**src/rtl/mem_map_pkg.sv**
```systemverilog
// rtl/mem_map_pkg.sv - address map, register offsets and response-source encoding
package mem_map_pkg;

  localparam logic [31:0] SRAM_BASE_ADDR = 32'h0000_0000;
  localparam logic [31:0] MMIO_BASE_ADDR = 32'h8000_0000;

  localparam logic [2:0] REG_TIMER_SET    = 3'd0;
  localparam logic [2:0] REG_TIMER_STATUS = 3'd1;
  localparam logic [2:0] REG_GPIO_OUT     = 3'd2;
  localparam logic [2:0] REG_GPIO_OE      = 3'd3;
  localparam logic [2:0] REG_GPIO_IN      = 3'd4;

  typedef enum logic [1:0] {
    RESP_NONE,
    RESP_SRAM,
    RESP_MMIO,
    RESP_ERR
  } resp_src_e;

  function automatic logic [31:0] be_merge(input logic [31:0] old_val,
                                           input logic [31:0] wdata,
                                           input logic [3:0]  be);
    logic [31:0] res;
    for (int i = 0; i < 4; i++) begin
      res[8*i +: 8] = be[i] ? wdata[8*i +: 8] : old_val[8*i +: 8];
    end
    return res;
  endfunction

endpackage

```
**src/rtl/gpio_in_sync.sv**
```systemverilog
// rtl/gpio_in_sync.sv - two-flop synchronizer for asynchronous GPIO pad inputs
module gpio_in_sync #(
  parameter int W = 10
) (
  input  logic         clk,
  input  logic         rst,
  input  logic [W-1:0] d,
  output logic [W-1:0] q
);

  logic [W-1:0] meta;

  always_ff @(posedge clk or negedge rst) begin
    if (!rst) begin
      meta <= '0;
      q    <= '0;
    end else begin
      meta <= d;
      q    <= meta;
    end
  end

endmodule

```
**src/rtl/mem_bus_responder.sv**
```systemverilog
// rtl/mem_bus_responder.sv - single-cycle responder decoding requests to SRAM, timer and GPIO
module mem_bus_responder #(
  parameter logic [31:0] SRAM_BASE = mem_map_pkg::SRAM_BASE_ADDR,
  parameter int          SRAM_AW   = 14,
  parameter logic [31:0] MMIO_BASE = mem_map_pkg::MMIO_BASE_ADDR,
  parameter int          GPIO_W    = 10
) (
  input  logic               clk,
  input  logic               rst,
  input  logic               mem_req_i,
  input  logic [31:0]        mem_addr_i,
  input  logic               mem_we_i,
  input  logic [3:0]         mem_be_i,
  input  logic [31:0]        mem_wdata_i,
  output logic               mem_rvalid_o,
  output logic               mem_err_o,
  output logic [31:0]        mem_rdata_o,
  output logic               sram_req_o,
  output logic               sram_we_o,
  output logic [SRAM_AW-1:0] sram_addr_o,
  output logic [3:0]         sram_be_o,
  output logic [31:0]        sram_wdata_o,
  input  logic [31:0]        sram_rdata_i,
  output logic [31:0]        timer_set_val_o,
  output logic               set_timer_o,
  input  logic               timer_is_high_i,
  output logic [GPIO_W-1:0]  gpio_o,
  output logic [GPIO_W-1:0]  gpio_oe_o,
  input  logic [GPIO_W-1:0]  gpio_i
);

  import mem_map_pkg::*;

  localparam logic [32:0] SRAM_BYTES = 33'd4 << SRAM_AW;

  logic [31:0]       sram_off;
  logic              sram_hit;
  logic              mmio_hit;
  logic [2:0]        reg_off;
  logic [GPIO_W-1:0] gpio_sync;
  logic [GPIO_W-1:0] gpio_out_q;
  logic [GPIO_W-1:0] gpio_oe_q;
  logic [31:0]       timer_val_q;
  logic              set_timer_q;
  logic              wr_timer;
  logic              wr_gpio_out;
  logic              wr_gpio_oe;
  resp_src_e         resp_src_q;
  resp_src_e         resp_src_d;
  logic [31:0]       resp_rdata_q;
  logic [31:0]       resp_rdata_d;

  gpio_in_sync #(.W(GPIO_W)) u_gpio_in_sync (
    .clk (clk),
    .rst (rst),
    .d   (gpio_i),
    .q   (gpio_sync)
  );

  assign sram_off = mem_addr_i - SRAM_BASE;
  assign sram_hit = {1'b0, sram_off} < SRAM_BYTES;
  assign mmio_hit = mem_addr_i[31:5] == MMIO_BASE[31:5];
  assign reg_off  = mem_addr_i[4:2];

  assign sram_req_o   = rst & mem_req_i & sram_hit;
  assign sram_we_o    = sram_req_o & mem_we_i;
  assign sram_addr_o  = rst ? sram_off[SRAM_AW+1:2] : '0;
  assign sram_be_o    = rst ? mem_be_i : '0;
  assign sram_wdata_o = rst ? mem_wdata_i : '0;

  // SRAM writes are reported as MMIO with zero captured data so rdata reads 0
  // without widening the response-source state.
  always_comb begin
    resp_src_d   = RESP_NONE;
    resp_rdata_d = '0;
    wr_timer     = 1'b0;
    wr_gpio_out  = 1'b0;
    wr_gpio_oe   = 1'b0;
    if (mem_req_i) begin
      if (sram_hit) begin
        resp_src_d = mem_we_i ? RESP_MMIO : RESP_SRAM;
      end else if (mmio_hit) begin
        resp_src_d = RESP_MMIO;
        case (reg_off)
          REG_TIMER_SET: begin
            if (mem_we_i) wr_timer = 1'b1;
            else          resp_rdata_d = timer_val_q;
          end
          REG_TIMER_STATUS: begin
            if (mem_we_i) resp_src_d = RESP_ERR;
            else          resp_rdata_d = {31'b0, timer_is_high_i};
          end
          REG_GPIO_OUT: begin
            if (mem_we_i) wr_gpio_out = 1'b1;
            else          resp_rdata_d = 32'(gpio_out_q);
          end
          REG_GPIO_OE: begin
            if (mem_we_i) wr_gpio_oe = 1'b1;
            else          resp_rdata_d = 32'(gpio_oe_q);
          end
          REG_GPIO_IN: begin
            if (mem_we_i) resp_src_d = RESP_ERR;
            else          resp_rdata_d = 32'(gpio_sync);
          end
          default: resp_src_d = RESP_ERR;
        endcase
      end else begin
        resp_src_d = RESP_ERR;
      end
    end
  end

  always_ff @(posedge clk or negedge rst) begin
    if (!rst) begin
      resp_src_q   <= RESP_NONE;
      resp_rdata_q <= '0;
      timer_val_q  <= '0;
      set_timer_q  <= 1'b0;
      gpio_out_q   <= '0;
      gpio_oe_q    <= '0;
    end else begin
      resp_src_q   <= resp_src_d;
      resp_rdata_q <= resp_rdata_d;
      set_timer_q  <= wr_timer & (|mem_be_i);
      if (wr_timer)    timer_val_q <= be_merge(timer_val_q, mem_wdata_i, mem_be_i);
      if (wr_gpio_out) gpio_out_q  <= GPIO_W'(be_merge(32'(gpio_out_q), mem_wdata_i, mem_be_i));
      if (wr_gpio_oe)  gpio_oe_q   <= GPIO_W'(be_merge(32'(gpio_oe_q), mem_wdata_i, mem_be_i));
    end
  end

  assign mem_rvalid_o    = resp_src_q != RESP_NONE;
  assign mem_err_o       = resp_src_q == RESP_ERR;
  assign mem_rdata_o     = (resp_src_q == RESP_SRAM) ? sram_rdata_i : resp_rdata_q;
  assign timer_set_val_o = timer_val_q;
  assign set_timer_o     = set_timer_q;
  assign gpio_o          = gpio_out_q;
  assign gpio_oe_o       = gpio_oe_q;

endmodule

```
**config.mk**
```make
export PLATFORM = sky130hd
export DESIGN_NAME = mem_bus_responder
export DESIGN_NICKNAME = d
export VERILOG_FILES = /design/src/rtl/mem_map_pkg.sv /design/src/rtl/gpio_in_sync.sv /design/src/rtl/mem_bus_responder.sv
export SDC_FILE = /design/constraint.sdc
export NUM_CORES = 1
export LEC_CHECK = 0
export CAP_MARGIN = 25
export CORE_ASPECT_RATIO = 0.7
export CORE_UTILIZATION = 44
export DETAILED_ROUTE_END_ITERATION = 10
export GPL_TIMING_DRIVEN = 1
export PLACE_DENSITY = 0.87
export SLEW_MARGIN = 20
export SYNTH_ARGS = -nofsm -noshare
export SYNTH_HDL_FRONTEND = slang
export SYNTH_SLANG_ARGS = --single-unit
```
**constraint.sdc**
```tcl
create_clock -name clk -period 3.8 [get_ports clk]
set_clock_uncertainty 0.05 [all_clocks]
set_input_delay 0.76 -clock clk [delete_from_list [all_inputs] [get_ports clk]]
set_output_delay 0.76 -clock clk [all_outputs]
set_load 0.01 [all_outputs]
```
==> impl_metrics.py, run 1 <==
metrics = {
    "synthesis": {
        "netlist_instances": 384,
        "avgSynthCellArea_um2": 13.09,
        "syn_area_um2": 5027,
        "ys_seq_elements": 107,
        "yosys_warnings": 0,
        "synth_edf_count": 0,
        "ys_types": 33,
        "synth_most_common_cell": "dfrtp_1",
        "async_reset_ff_frac": 1.000,
        "netlist.area_leader.share": 0.5326,
        "ys_dominant_reg_cell": "dfrtp_1",
        "yosysSeqAreaShare": 0.5326,
        "yosysTopAreaCell": "dfrtp_1",
        "synth_area_leaders": "dfrtp_1 53%, mux2_2 18%, and2_1 9.3%",
        "synth_common_cells": "107 x dfrtp_1, 81 x mux2_2, 75 x and2_1",
        "syn-num-nets": 499,
    },
    "grt": {
        "grt_pass1_wl_um": 22080,
        "grt.busiest_layer": "met2",
        "gr-usage-met3": 0.05952,
        "grt_max_degree": 57,
        "antenna_found_initial": 0,
        "grt_pass1_vias": 4144,
        "grtUsageTotal": 0.2490,
        "grt_overflow": 0,
        "grt_use_met2": 0.4153,
        "use_met1": 0.3160,
    },
    "clocking": {
        "clkSinkCount": 107,
        "clk_latency_ns": 0.33,
        "cts.path.max_buffers": 2,
        "clock-root-buffer": "clkbuf_16",
        "cts_tree": "built",
        "ctsResizeCount": 0,
        "cts_made_buffers": 9,
        "hold_buffers": 0,
        "ctsHtreeMaxLevel": 3,
        "post-cts-setup-buffers": 0,
        "path_clk_slew_ns": 0.07,
    },
    "placed_design": {
        "place.gp.congestion": 0.8407,
        "post-dp-hpwl_um": 11060,
        "io_buffers": 251,
        "place_area_um2": 7784,
        "dp.cells": 781,
        "pre_cts_ws_ns": 0.1586,
    },
    "power": {
        "intPower_mw": 1.814,
        "p_seq_frac": 0.489,
        "power_mw": 2.359,
        "ir_worst_vdd_mv": 0.2627,
        "power.leakage_nw": 3.498,
        "p_switching_uw": 545.3,
        "power_density_nw_per_um2": 293.2,
        "p_sw_frac": 0.2311,
        "clkPwrFrac": 0.355,
        "power_frac_comb": 0.156,
    },
    "floorplanning": {
        "die_y_um": 91.43,
        "initial_core_util": 0.4549,
        "fp.dieW_um": 129.8,
        "num_rows": 32,
        "core_um2": 11050,
        "io_pins": 254,
        "dieArea_um2": 11860,
    },
    "timing": {
        "finalSetupViolCount": 0,
        "setup_slack_ns": 0.1801,
        "fmax_mhz": 276.2,
        "grt_setup_unrepaired": "false",
        "post-route-min-period_ns": 3.620,
        "tns_ns": 0,
        "maxSlewViolCount": 0,
        "finalHoldViolCount": 0,
        "hold-worst-slack_ns": 0.2471,
        "worst_slew_pin_slew_ns": 0.6210,
        "relSlewSlack": 0.5846,
        "period_share": 0.9526,
    },
    "critical_path": {
        "crit_required_ns": 2.99,
        "crit_type": "input pin to output pin",
        "startpoint_type": "input pin",
        "endpoint_kind": "output pin",
        "cp.arrival_ns": 2.81,
        "path_max_fanout": 4,
    },
    "detailed_routing": {
        "drt_iter0_markers": 108,
        "wirelength_um": 14380,
        "wl_per_cell_um": 18.06,
        "drc": 0,
        "routed_via_density": 5.028,
        "final_antenna_net_count": 0,
        "drt_pass1_iterations": 4,
        "vias": 4002,
    },
    "cells_and_area": {
        "regArea_um2": 2678,
        "syn2layout_area_growth_pct": 60.03,
        "fin_nets": 754,
        "multi_input_area_um2": 2287,
        "diodes": 0,
        "final_area_um2": 8045,
        "stdcell_count": 796,
        "fillCellCount": 789,
        "fin_util": 0.7280,
        "drive_gt1_frac": 0.2131,
    },
    "flow_run": {
        "cap_viol_max_count": 0,
    },
    "hold_path": {
        "hp-class": "input pin to async pin",
    },
    "outcome": {
        "status": "finished clean",
    },
}
worst max-delay path, cell delays in order:
cell	delay, ns
clkdlybuf4s50_1	0.57
nor4b_1	0.28
nand4_1	0.21
nor3b_1	0.30
and2_1	0.16
clkdlybuf4s50_1	0.53
power groups by stage:
stage	Combinational [mW]	Sequential, mW	Clock (mW)
after floorplan	0.106	1.17	0
after global routing	0.395	1.15	0.903
after global placement	0.363	1.18	0
after detailed placement	0.370	1.18	0
after CTS	0.372	1.15	0.857
final	0.369	1.15	0.837
layout by cell type, fill, tap and decap left out, drive strengths merged:
cell           count
clkdlybuf4s50    250
dfrtp            107
mux2              91
and2              75
buf               14
nor3              12
a22oi             11
clkbuf            11
nand3              9
o21a               9
nand2              9
nor2               9
nor4               6
nor2b              5
nand4              4
o22a               3
or3                2
clkinvlp           2
nor4b              2
clkinv             2
mux4               1
nand2b             1
a21oi              1
inv                1
a2bb2oi            1
nor3b              1
o41ai              1
or2                1
o31a               1
and4b              1
worst paths after layout:
| path | from | endpoint | slack (ns) | depth (start not counted) |
|---|---|---|---|---|
| worst max-delay path | mem_req_i | sram_we_o | 0.18 | 6 |
| worst min-delay path | rst | timer_set_val_o[1] | 0.25 | 1 |
| worst max register to register | gpio_oe_o[4] | resp_rdata_q[4] | 2.57 | 4 |
| worst min register to register | u_gpio_in_sync.meta[8] | u_gpio_in_sync.q[8] | 0.30 | 0 |
| max in group asynchronous | rst | resp_rdata_q[5] | 2.62 | 3 |
| min in group clk | u_gpio_in_sync.meta[8] | u_gpio_in_sync.q[8] | 0.30 | 0 |
cells by family (layout without fill, tap and decap cells):
group	Yosys count	after routing	synth area share
muxes	92	92	0.2143
AOI/OAI and AO/OA	27	27	0.04156
and+or+nand+nor	137	137	0.1959
DFF	107	107	0.5326
buffers and inverters	21	280	0.01568
final cells by class:
class	count	share of cell area
repair buffers	264	0.3261
clock buffers	11	0.02893
multi-input cells	256	0.2843
well taps	153	0.02379
flip-flops and latches	107	0.3328
inverters	1	0.0004666
clock inverters	4	0.003577
registers in the layout, summed over array words and instances, names as in the netlist:
signal,flops
gpio_oe_o,10
timer_set_val_o,32
set_timer_o,1
gpio_o,10
resp_rdata_q,32
resp_src_q,2
u_gpio_in_sync.meta,10
u_gpio_in_sync.q,10
layer usage:
| layer | wire, µm | part of all wire |
|---|---|---|
| met1 | 6123 | 0.43 |
| met3 | 869 | 0.060 |
| met2 | 7039 | 0.49 |
| met4 | 345 | 0.024 |
| met5 | 0 | 0 |
Power figures use the tool's default switching activity.
==> inputs of run 2 (changes only) <==
Settings changed: ABC_CLOCK_PERIOD_IN_PS from default to 3800.
==> results of run 2 <==
Same layout as run 1: the final DEF is identical, and so are final timing and power.
==> inputs of run 3 (changes only) <==
Settings changed: GPL_TIMING_DRIVEN 1 to 0, SLEW_MARGIN 20 to default.
==> run 3 against run 2 <==
Compared with the run above: via count rose by 0.52%; combinational power barely moved; clock power rose by 9.8%; cell count rose by 0.75%; utilization barely moved; critical path type unchanged; largest power group unchanged.
==> impl_metrics.py, run 3 (synthesis results as in run 1) <==
metrics = {
    "critical_path": {
        "r2r-end": "resp_rdata_q[3]",
        "cpPeakStageDelay_ns": 0.53,
        "cp.arrival_ns": 2.81,
        "crit_end": "sram_we_o",
        "path_max_fanout": 4,
        "crit_path_frequent_cell": "clkdlybuf4s50_1",
        "crit_start": "mem_addr_i[16]",
        "r2r-start": "gpio_o[3]",
        "endpoint_kind": "output pin",
        "reg2regPathDepth": 4,
        "rrSetupSlack_ns": 2.51,
        "cp_slowest_cell": "clkdlybuf4s50_1",
        "path_cells": "clkdlybuf4s50_1, nor4_4, nand4_1, nor3b_2, and2_1, clkdlybuf4s50_1",
        "crit_required_ns": 2.99,
        "startpoint_type": "input pin",
        "crit_type": "input pin to output pin",
    },
    "grt": {
        "grt_pass1_wl_um": 22780,
        "grtUsageTotal": 0.2608,
        "antenna_found_initial": 0,
        "grt_overflow": 0,
        "grt_pass1_vias": 4219,
        "grt_max_degree": 72,
    },
    "clocking": {
        "clk_latency_ns": 0.34,
        "cts.path.max_buffers": 2,
        "clkSinkCount": 107,
        "cts_tree": "built",
        "clock-root-buffer": "clkbuf_16",
        "hold_buffers": 0,
        "cts_made_buffers": 9,
        "path_clk_slew_ns": 0.07,
        "ctsHtreeMaxLevel": 3,
    },
    "cells_and_area": {
        "regArea_um2": 2678,
        "layout_commonest_cell": "clkdlybuf4s50_1",
        "fin_nets": 760,
        "fin_util": 0.7278,
        "diodes": 0,
        "multi_input_area_um2": 2282,
        "fillCellCount": 792,
        "mostFrequentLayoutCells": "248 x clkdlybuf4s50_1, 107 x dfrtp_1, 81 x mux2_2",
        "syn2layout_area_growth_pct": 59.98,
        "drive_gt1_frac": 0.1941,
    },
    "timing": {
        "tns_ns": 0,
        "maxSlewViolCount": 0,
        "worst_slew_pin_slew_ns": 0.8457,
        "period_share": 0.9536,
        "relSlewSlack": 0.4310,
        "grt_setup_unrepaired": "false",
        "fmax_mhz": 276.0,
        "post-route-min-period_ns": 3.624,
        "finalSetupViolCount": 0,
        "finalHoldViolCount": 0,
    },
    "power": {
        "power_frac_comb": 0.151,
        "p_sw_frac": 0.2301,
        "p_switching_uw": 561.8,
        "intPower_mw": 1.880,
        "ir_worst_vdd_mv": 0.2325,
        "p_seq_frac": 0.472,
        "clkPwrFrac": 0.376,
        "power_density_nw_per_um2": 303.6,
        "power.leakage_nw": 3.481,
    },
    "outcome": {
        "status": "finished clean",
    },
    "floorplanning": {
        "initial_core_util": 0.4549,
        "core_um2": 11050,
        "fp.dieW_um": 129.8,
        "die_y_um": 91.43,
        "dieArea_um2": 11860,
        "io_pins": 254,
        "num_rows": 32,
    },
    "placed_design": {
        "place.gp.congestion": 0.8656,
        "post-dp-hpwl_um": 11720,
        "io_buffers": 249,
    },
    "detailed_routing": {
        "drc": 0,
        "wl_per_cell_um": 18.59,
        "routed_via_density": 5.016,
        "drt_iter0_markers": 158,
        "vias": 4023,
        "wirelength_um": 14910,
        "final_antenna_net_count": 0,
        "drt_pass1_iterations": 4,
    },
    "hold_path": {
        "hp-class": "input pin to async pin",
    },
    "flow_run": {
        "cap_viol_max_count": 0,
    },
}
## run 3: cell count changes in the layout (fill, tap and decap cells not counted), moves of 2 or more
cell	change
inv_6	+2
clkbuf_1	+13
buf_1	+5
buf_4	-12
clkdlybuf4s50_1	-2
clkinvlp_4	-2
## run 3: final cells by class
cell class | count | area share
Multi-Input combinational cell | 256 | 0.2838
Buffer | 20 | 0.009490
Timing Repair Buffer | 250 | 0.3135
Sequential cell | 107 | 0.3329
Clock buffer | 10 | 0.02847
Tap cell | 153 | 0.02380
Inverter | 1 | 0.0004667
Clock inverter | 5 | 0.007623
## run 3: repair_timing
item,CTS,global route
setup endpoints to repair,0,17
gates resized for setup,0,5
buffers inserted,0,0
## run 3: worst min-delay path by stage
stage	start	to	slack, ns	cells past startpoint
2_1_floorplan	u_gpio_in_sync.meta[0]	u_gpio_in_sync.q[0]	0.28	0
3_3_place_gp	u_gpio_in_sync.meta[8]	u_gpio_in_sync.q[8]	0.28	0
3_5_place_dp	u_gpio_in_sync.meta[8]	u_gpio_in_sync.q[8]	0.29	0
4_1_cts	u_gpio_in_sync.meta[8]	u_gpio_in_sync.q[8]	0.30	0
5_1_grt	rst	timer_set_val_o[5]	0.30	1
6_report	rst	gpio_oe_o[5]	0.27	1
## run 3: routing by layer
layer	wire (µm)	vias up	global-route usage
li1	-	1865	-
met2	7627	165	0.4488
met5	0	-	0
met4	191	0	0.06783
met3	938	18	0.05893
met1	6154	1975	0.3296
## run 3: power by group through the flow
stage          logic, mW  registers, mW  clock network (mW)
2_1_floorplan      0.106           1.17                   0
3_3_place_gp       0.359           1.18                   0
3_5_place_dp       0.370           1.18                   0
4_1_cts            0.371           1.15               0.940
5_1_grt            0.395           1.15               0.986
6_report           0.369           1.15               0.919
## run 3: critical path, delay by kind of cell
kind	cells	cell delay, ns
and+or+nand+nor	4	1.09
buffers and inverters	2	0.97
## run 3: per-stage QoR
step | total power [mW] | cell area [µm²] | cells | hold WS [ns] | setup WS (ns)
after floorplan | 1.280 | 5027 | 384 | 0.2812 | 1.083
after global placement | 1.535 | 7711 | 786 | 0.2842 | -3.027
after detailed placement | 1.545 | 7736 | 787 | 0.2864 | 0.09112
after CTS | 2.465 | 8026 | 802 | 0.2972 | 0.08709
after global routing | 2.536 | 8043 | 802 | 0.2979 | 0.02750
final | 2.442 | 8043 | 802 | 0.2719 | 0.1763
